==> src/rtl/modulo_r_cascade_pkg.sv <==
// Shared defaults for the modulo-R cascade counter.
// Contents:
//   DEF_DIGITS / DEF_MODULUS / DEF_WIDTH  default geometry
//   DEF_TERMINAL                          terminal digit value (MODULUS-1) at the default width
//   terminal_value()                      terminal digit value for any modulus
package modulo_r_cascade_pkg;

  localparam int DEF_DIGITS  = 4;
  localparam int DEF_MODULUS = 10;
  localparam int DEF_WIDTH   = 4;

  localparam logic [DEF_WIDTH-1:0] DEF_TERMINAL = DEF_WIDTH'(DEF_MODULUS - 1);

  function automatic int terminal_value(input int modulus);
    return modulus - 1;
  endfunction

endpackage

==> src/rtl/modulo_r_cascade_digit.sv <==
// Single modulo-MODULUS digit of the cascade.
// Ports:
//   clk     system clock, rising edge
//   reset   asynchronous active-high reset, q -> 0
//   clear   synchronous clear, q -> 0
//   inc     advance this digit on the next edge
//   q       digit value, 0..MODULUS-1
//   at_max  q is at the terminal value MODULUS-1
module modulo_digit
  import modulo_r_cascade_pkg::*;
#(
  parameter int MODULUS = DEF_MODULUS,
  parameter int WIDTH   = DEF_WIDTH
) (
  input  logic             clk,
  input  logic             reset,
  input  logic             clear,
  input  logic             inc,
  output logic [WIDTH-1:0] q,
  output logic             at_max
);

  localparam logic [WIDTH-1:0] TERM = WIDTH'(terminal_value(MODULUS));

  assign at_max = (q == TERM);

  always_ff @(posedge clk or posedge reset) begin
    if (reset) begin
      q <= '0;
    end else if (clear) begin
      q <= '0;
    end else if (inc) begin
      q <= at_max ? '0 : q + WIDTH'(1);
    end
  end

endmodule

==> src/rtl/modulo_r_cascade.sv <==
// Multi-digit modulo-R counter fed by an upstream counter's carry.
// Ports:
//   clk          system clock, rising edge
//   reset        asynchronous active-high reset of all state
//   enable       count tick (upstream cout)
//   hold         freeze count, enable ignored
//   clear        synchronous clear of count and overflow
//   load_target  capture target_in into the target register
//   target_in    compare value, digit 0 in LSBs
//   qout         count value, digit 0 in LSBs
//   cout         terminal carry (combinational), feeds the next cascade
//   overflow     sticky full-wrap flag
//   match        registered qout == target
module modulo_r_cascade
  import modulo_r_cascade_pkg::*;
#(
  parameter int DIGITS  = DEF_DIGITS,
  parameter int MODULUS = DEF_MODULUS,
  parameter int WIDTH   = DEF_WIDTH
) (
  input  logic                    clk,
  input  logic                    reset,
  input  logic                    enable,
  input  logic                    hold,
  input  logic                    clear,
  input  logic                    load_target,
  input  logic [DIGITS*WIDTH-1:0] target_in,
  output logic [DIGITS*WIDTH-1:0] qout,
  output logic                    cout,
  output logic                    overflow,
  output logic                    match
);

  localparam int QW = DIGITS * WIDTH;
  localparam logic [WIDTH-1:0] TERM = WIDTH'(terminal_value(MODULUS));

  logic              inc;
  logic [DIGITS:0]   carry;
  logic [DIGITS-1:0] at_max;
  logic [QW-1:0]     target;
  logic [QW-1:0]     target_next;
  logic [QW-1:0]     q_next;
  logic              tgt_valid;
  logic              match_next;

  assign inc      = enable & ~hold & ~clear;
  assign carry[0] = inc;

  // carry[k] is the AND of inc with at_max of every lower digit, so all
  // digits update on the same edge; nothing ripples across cycles.
  for (genvar g = 0; g < DIGITS; g++) begin : g_digit
    modulo_digit #(
      .MODULUS (MODULUS),
      .WIDTH   (WIDTH)
    ) u_digit (
      .clk    (clk),
      .reset  (reset),
      .clear  (clear),
      .inc    (carry[g]),
      .q      (qout[g*WIDTH +: WIDTH]),
      .at_max (at_max[g])
    );
    assign carry[g+1] = carry[g] & at_max[g];
  end

  assign cout = carry[DIGITS];

  assign target_next = load_target ? target_in : target;

  // Mirror of the digit update so match can be registered against the value
  // qout will show after this edge.
  always_comb begin
    q_next    = qout;
    tgt_valid = 1'b1;
    for (int d = 0; d < DIGITS; d++) begin
      if (clear) begin
        q_next[d*WIDTH +: WIDTH] = '0;
      end else if (carry[d]) begin
        q_next[d*WIDTH +: WIDTH] = at_max[d] ? '0 : qout[d*WIDTH +: WIDTH] + WIDTH'(1);
      end
      // Out-of-range target digits are rejected explicitly so a target can
      // never match, even if the count logic were ever to leave its range.
      if (target_next[d*WIDTH +: WIDTH] > TERM) begin
        tgt_valid = 1'b0;
      end
    end
    match_next = tgt_valid && (q_next == target_next);
  end

  always_ff @(posedge clk or posedge reset) begin
    if (reset) begin
      target   <= '0;
      overflow <= 1'b0;
      match    <= 1'b0;
    end else begin
      target <= target_next;
      match  <= match_next;
      if (clear) begin
        overflow <= 1'b0;
      end else if (cout) begin
        overflow <= 1'b1;
      end
    end
  end

endmodule

==> config.mk <==
export PLATFORM = sky130hd
export DESIGN_NAME = modulo_r_cascade
export DESIGN_NICKNAME = d
export VERILOG_FILES = /design/src/rtl/modulo_r_cascade_pkg.sv /design/src/rtl/modulo_r_cascade_digit.sv /design/src/rtl/modulo_r_cascade.sv
export SDC_FILE = /design/constraint.sdc
export NUM_CORES = 1
export LEC_CHECK = 0
export BUFFER_PORTS_ARGS = -buffer_cell sky130_fd_sc_hd__buf_2
export CAP_MARGIN = 15
export CORE_MARGIN = 2
export CORE_UTILIZATION = 45
export DETAILED_ROUTE_END_ITERATION = 16
export PLACE_DENSITY = 0.72
export SYNTH_ARGS = -nofsm -noshare
export SYNTH_HDL_FRONTEND = slang
export SYNTH_SLANG_ARGS = --single-unit
==> constraint.sdc <==
create_clock -name clk -period 2.8 [get_ports clk]
set_clock_uncertainty 0.1 [all_clocks]
set_input_delay 0.56 -clock clk [delete_from_list [all_inputs] [get_ports clk]]
set_output_delay 0.56 -clock clk [all_outputs]
set_load 0.1 [all_outputs]
* After elaboration in Yosys (flattened, before gate mapping) *
Index checks and enable logic that the tools add are counted.

word-level totals
  register bits after elaboration = 34
  logic and storage cells = 49

cells by class
  add/sub/neg operators = 4
  order comparisons = 4
  equal/unequal tests = 5
  mux-type cells = 19
  bitwise operators = 8
  reduce and logical (&&, ||, !) cells = 2

operators with widths
  cell                                                  count
  two-way mux 4 bit                                     12
  adder 4 x 1 -> 4 bit, second input constant           4
  == test 16 bit                                        1
  == test 4 bit, second input constant                  4
  greater-than comparator 4 bit, second input constant  4
  two-way mux 16 bit                                    1
  AND 1 bit                                             6
  two-way mux 1 bit                                     6
  NOT 1 bit                                             2
  nonzero test 2 bit                                    1
  logical AND 1 bit                                     1

* Depth between registers and ports, before layout *
  depth after elaboration = 10
  gate-level depth with buffers = 9
  gate-level depth less buffers = 7

* By module *
A second synthesis with hierarchy kept.

unflattened totals
  cell total of the unflattened synthesis = 274
  area, all modules = 2514.9 um2

modules (own cells, without submodules)
  module            instances  cells each  area each (um2)  seq. area each (um2)
  modulo_r_cascade  1          170         1529.0           450.4
  modulo_digit      4          26          246.5            100.1

* Worst setup path before layout *
No wires, ideal clock.

  kind = register to output
  from = register g_digit[2].u_digit.q[3]
  to = output port cout
  data arrival time = 3.862 ns
  required time = 2.140 ns
  setup slack = -1.722 ns
  stages on the path, launching flop included = 4
  path buffers = 0
  path through = dfrtp_1 -> nor4bb_1 -> nand4_2 -> nor3b_1

on the way
  cells in the longest elaborated chain, start to end = 3

RTL lines
  item                      RTL line                      source
  start: declaration        modulo_r_cascade_digit.sv:19  output logic [WIDTH-1:0] q,
  start signal: assignment  modulo_r_cascade_digit.sv:33  q <= at_max ? '0 : q + WIDTH'(1);
  == test 4 bit             modulo_r_cascade_digit.sv:25  assign at_max = (q == TERM);
  AND 1 bit (2 in series)   modulo_r_cascade.sv:63        assign carry[g+1] = carry[g] & at_max[g];
  end: declaration          modulo_r_cascade.sv:29        output logic cout,

No other way between the ends.

* Final worst setup path *
  from = register g_digit[0].u_digit.q[1]
  to = output port cout

on the way
  cells in the longest elaborated chain, start to end = 5

RTL lines
  item                      RTL line
  start: declaration        modulo_r_cascade_digit.sv:19
  start signal: assignment  modulo_r_cascade_digit.sv:33
  == test 4 bit             modulo_r_cascade_digit.sv:25
  AND 1 bit (4 in series)   modulo_r_cascade.sv:63

No other way between the ends.

==> reports/results.txt <==
Status: completed
Final setup fails: 0
Max-slew violations: 0
DRT iter0 DRCs: 47
P&R area growth vs syn: 26.6%
Pin count of the biggest net entering global routing: 35
FILL cells: 342
TritonCTS clock tree: built
H-tree depth: 2
CP startpoint kind: register
Cell Int Power: 784 uW
Normalized max-slew margin: 0.676
Worst skew pair latency: 290 ps
Final-report hold violation count: 0
Post-synth top area cell: dfrtp_1
Synth async-reset ratio: 1.00
DR pass1 iterations: 4
Die footprint: 4650 sq um
Initial Util: 0.467
Netlist cell types: 38
CP endpoint kind: primary output
Max clock buf depth: 2
Cell leakage power: 1.11 nW
Clock slew at reported path FFs: 70 ps
Number of global-route vias before repair: 1,363
Area occupied by multi-input gates: 926 sq um
Via count: 1,413
EDFF count, synth: 0
Critical path required time: 2140 ps
RSZ-0062 raised after global routing: false
Worst setup slack after layout: 112 ps
Max-cap violations: 0
Final instance area: 2350 sq um
DR WL/cell: 13.6 um
Most instantiated cells after synthesis: 34 x dfrtp_1, 18 x inv_1, 17 x xnor2_1
Number of I/O pins: 41
Fin crit period: 2690 ps
Initial antenna violation count: 0
DR vias/cell: 5.01
Sw power: 265 uW
Syn Inst Count: 176
Yosys reg bits: 34
Final Cycle Share: 0.960
Clk pwr share: 0.357
Top post-synthesis cells by area: dfrtp_1 46%, xnor2_1 8.0%, mux2i_1 6.5%, mux2_2 4.9%, inv_1 3.6%
Combinational Power Share: 0.143
Power per standard cell area: 447 nW/um^2
Placed Area: 2250 sq um
Area share of the largest cell type after synthesis: 0.459
Clock sink count: 34
Sequential-to-total area share from yosys stat: 0.459
CP max FO: 9
Core ar.: 3970 sq um
Sw Share: 0.253
Hold Crit Class: in2async
Hold_buf cts: 0
Worst VDD drop: 0.404 mV
Number of buffers created by CTS: 5
Sequential cell area: 880 sq um
Post-route ant nets: 0
Mean post-synth cell area: 10.5 sq um
First-pass GRT wire length: 6.21 mm
Prevailing post-synth register cell: dfrtp_1
Die width: 68.2 um
Pre-CTS setup slack: -0.129 ps
Worst EP arrival: 2030 ps
Total power: 1.05 mW
Root Buffer: clkbuf_8
Final wirelength: 3.85 mm
Post-synth design cell area: 1850 sq um
Gpl congestion: 0.823
Yosys warns: 0
Fin Hold WS: 251 ps
Tot GR Track Use: 0.187
Detailed-placement wirelength estimate: 2.93 mm
Residual DRC: 0
Syn nets: 198
Port bufs: 40
Crit Path Category: reg2out
Final non-filler cell total: 282
# rows: 23
Sequential share of power: 0.500
Slew at the pin closest to its max-slew limit: 490 ps
Fmax: 372 MHz
Grt total ovfl: 0
Most numerous cell in the Yosys netlist: dfrtp_1
Height of the chip: 68.2 um
Layout Nets: 253
Share of cells above drive strength 1: 0.401
ANT cells: 0
Placed cell count: 274
-- stage by stage --
stage	TNS [ps]	util
finish	0	0.591
global route	0	0.591
CTS	0	0.590
detailed placement	-0.129	0.567
global placement	0	0.567
floorplan	0	-
-- final timing paths --
kind | startpoint | endpoint | slack [ps] | cells past startpoint
max | g_digit[0].u_digit.q[1] | cout | 110 | 6
min | reset | target[12] | 250 | 3
max reg2reg | g_digit[0].u_digit.q[1] | match | 190 | 7
min reg2reg | overflow | overflow | 390 | 2
max in group asynchronous | reset | g_digit[0].u_digit.q[0] | 2010 | 3
min in group clk | overflow | overflow | 390 | 2
-- final cells by class --
cell class | instances | area share
multi-input combinational | 118 | 0.394
sequential | 34 | 0.375
tap | 50 | 0.0267
clock inverter | 1 | 0.00213
timing repair buffer | 54 | 0.136
inverter | 18 | 0.0288
clock buffer | 7 | 0.0368
-- kinds of logic (layout without fill, tap and decap cells) --
kind of cell	Yosys count	in the layout	share of synthesized area
DFF	34	34	0.459
xor gates and xnor gates	20	20	0.0945
muxes	20	20	0.113
buffers and inverters	24	80	0.0580
AOI/OAI and AO/OA	21	21	0.0790
and+or+nand+nor	57	57	0.196
-- repair_timing --
action | in CTS | in global routing
setup buffers | 0 | 0
gates resized for setup | 0 | 2
endpoints found under the setup margin | 0 | 2
-- power by group through the flow --
| stage | clock [mW] | combinational (mW) | sequential (mW) |
|---|---|---|---|
| final | 0.374 | 0.150 | 0.525 |
| after global routing | 0.408 | 0.166 | 0.527 |
| after global placement | 0 | 0.151 | 0.534 |
| after floorplan | 0 | 0.0888 | 0.545 |
| after detailed placement | 0 | 0.152 | 0.535 |
| after CTS | 0.385 | 0.153 | 0.525 |
-- cell usage in the layout (no fill, tap or decap), drive strengths merged, types with 2 or more instances in the layout --
cell    count
o21ai       4
clkbuf      7
nand3       4
and4bb      3
a21oi       8
nand4       6
inv        18
nand3b      3
mux2i      12
mux2        8
nor4        2
buf        54
xnor2      17
nand2       7
or3         2
dfrtp      34
nor3b       2
nor3        2
nor2b       8
o21a        4
xor2        3
nor2       11
or4         2
-- worst max-delay path, stage by stage, from the launching register on --
cell and delay, ps:
dfrtp_4 510, and4bb_2 350, buf_4 170, nand4_4 90, buf_4 180, nor3b_4 230
buf_12 210
-- sequential cells by signal, indices dropped and copies added (netlist names) --
name,cells
g_digit.u_digit.q,16
match,1
overflow,1
target,16
-- layer usage --
| layer | wire, um | vias to the layer above | track usage |
|---|---|---|---|
| li1 | - | 713 | - |
| met2 | 1780 | 25 | 0.284 |
| met3 | 132 | 6 | 0.0411 |
| met1 | 1890 | 669 | 0.253 |
| met4 | 43 | 0 | 0.0900 |
| met5 | 0 | - | 0 |
Power figures use the tool's default switching activity.
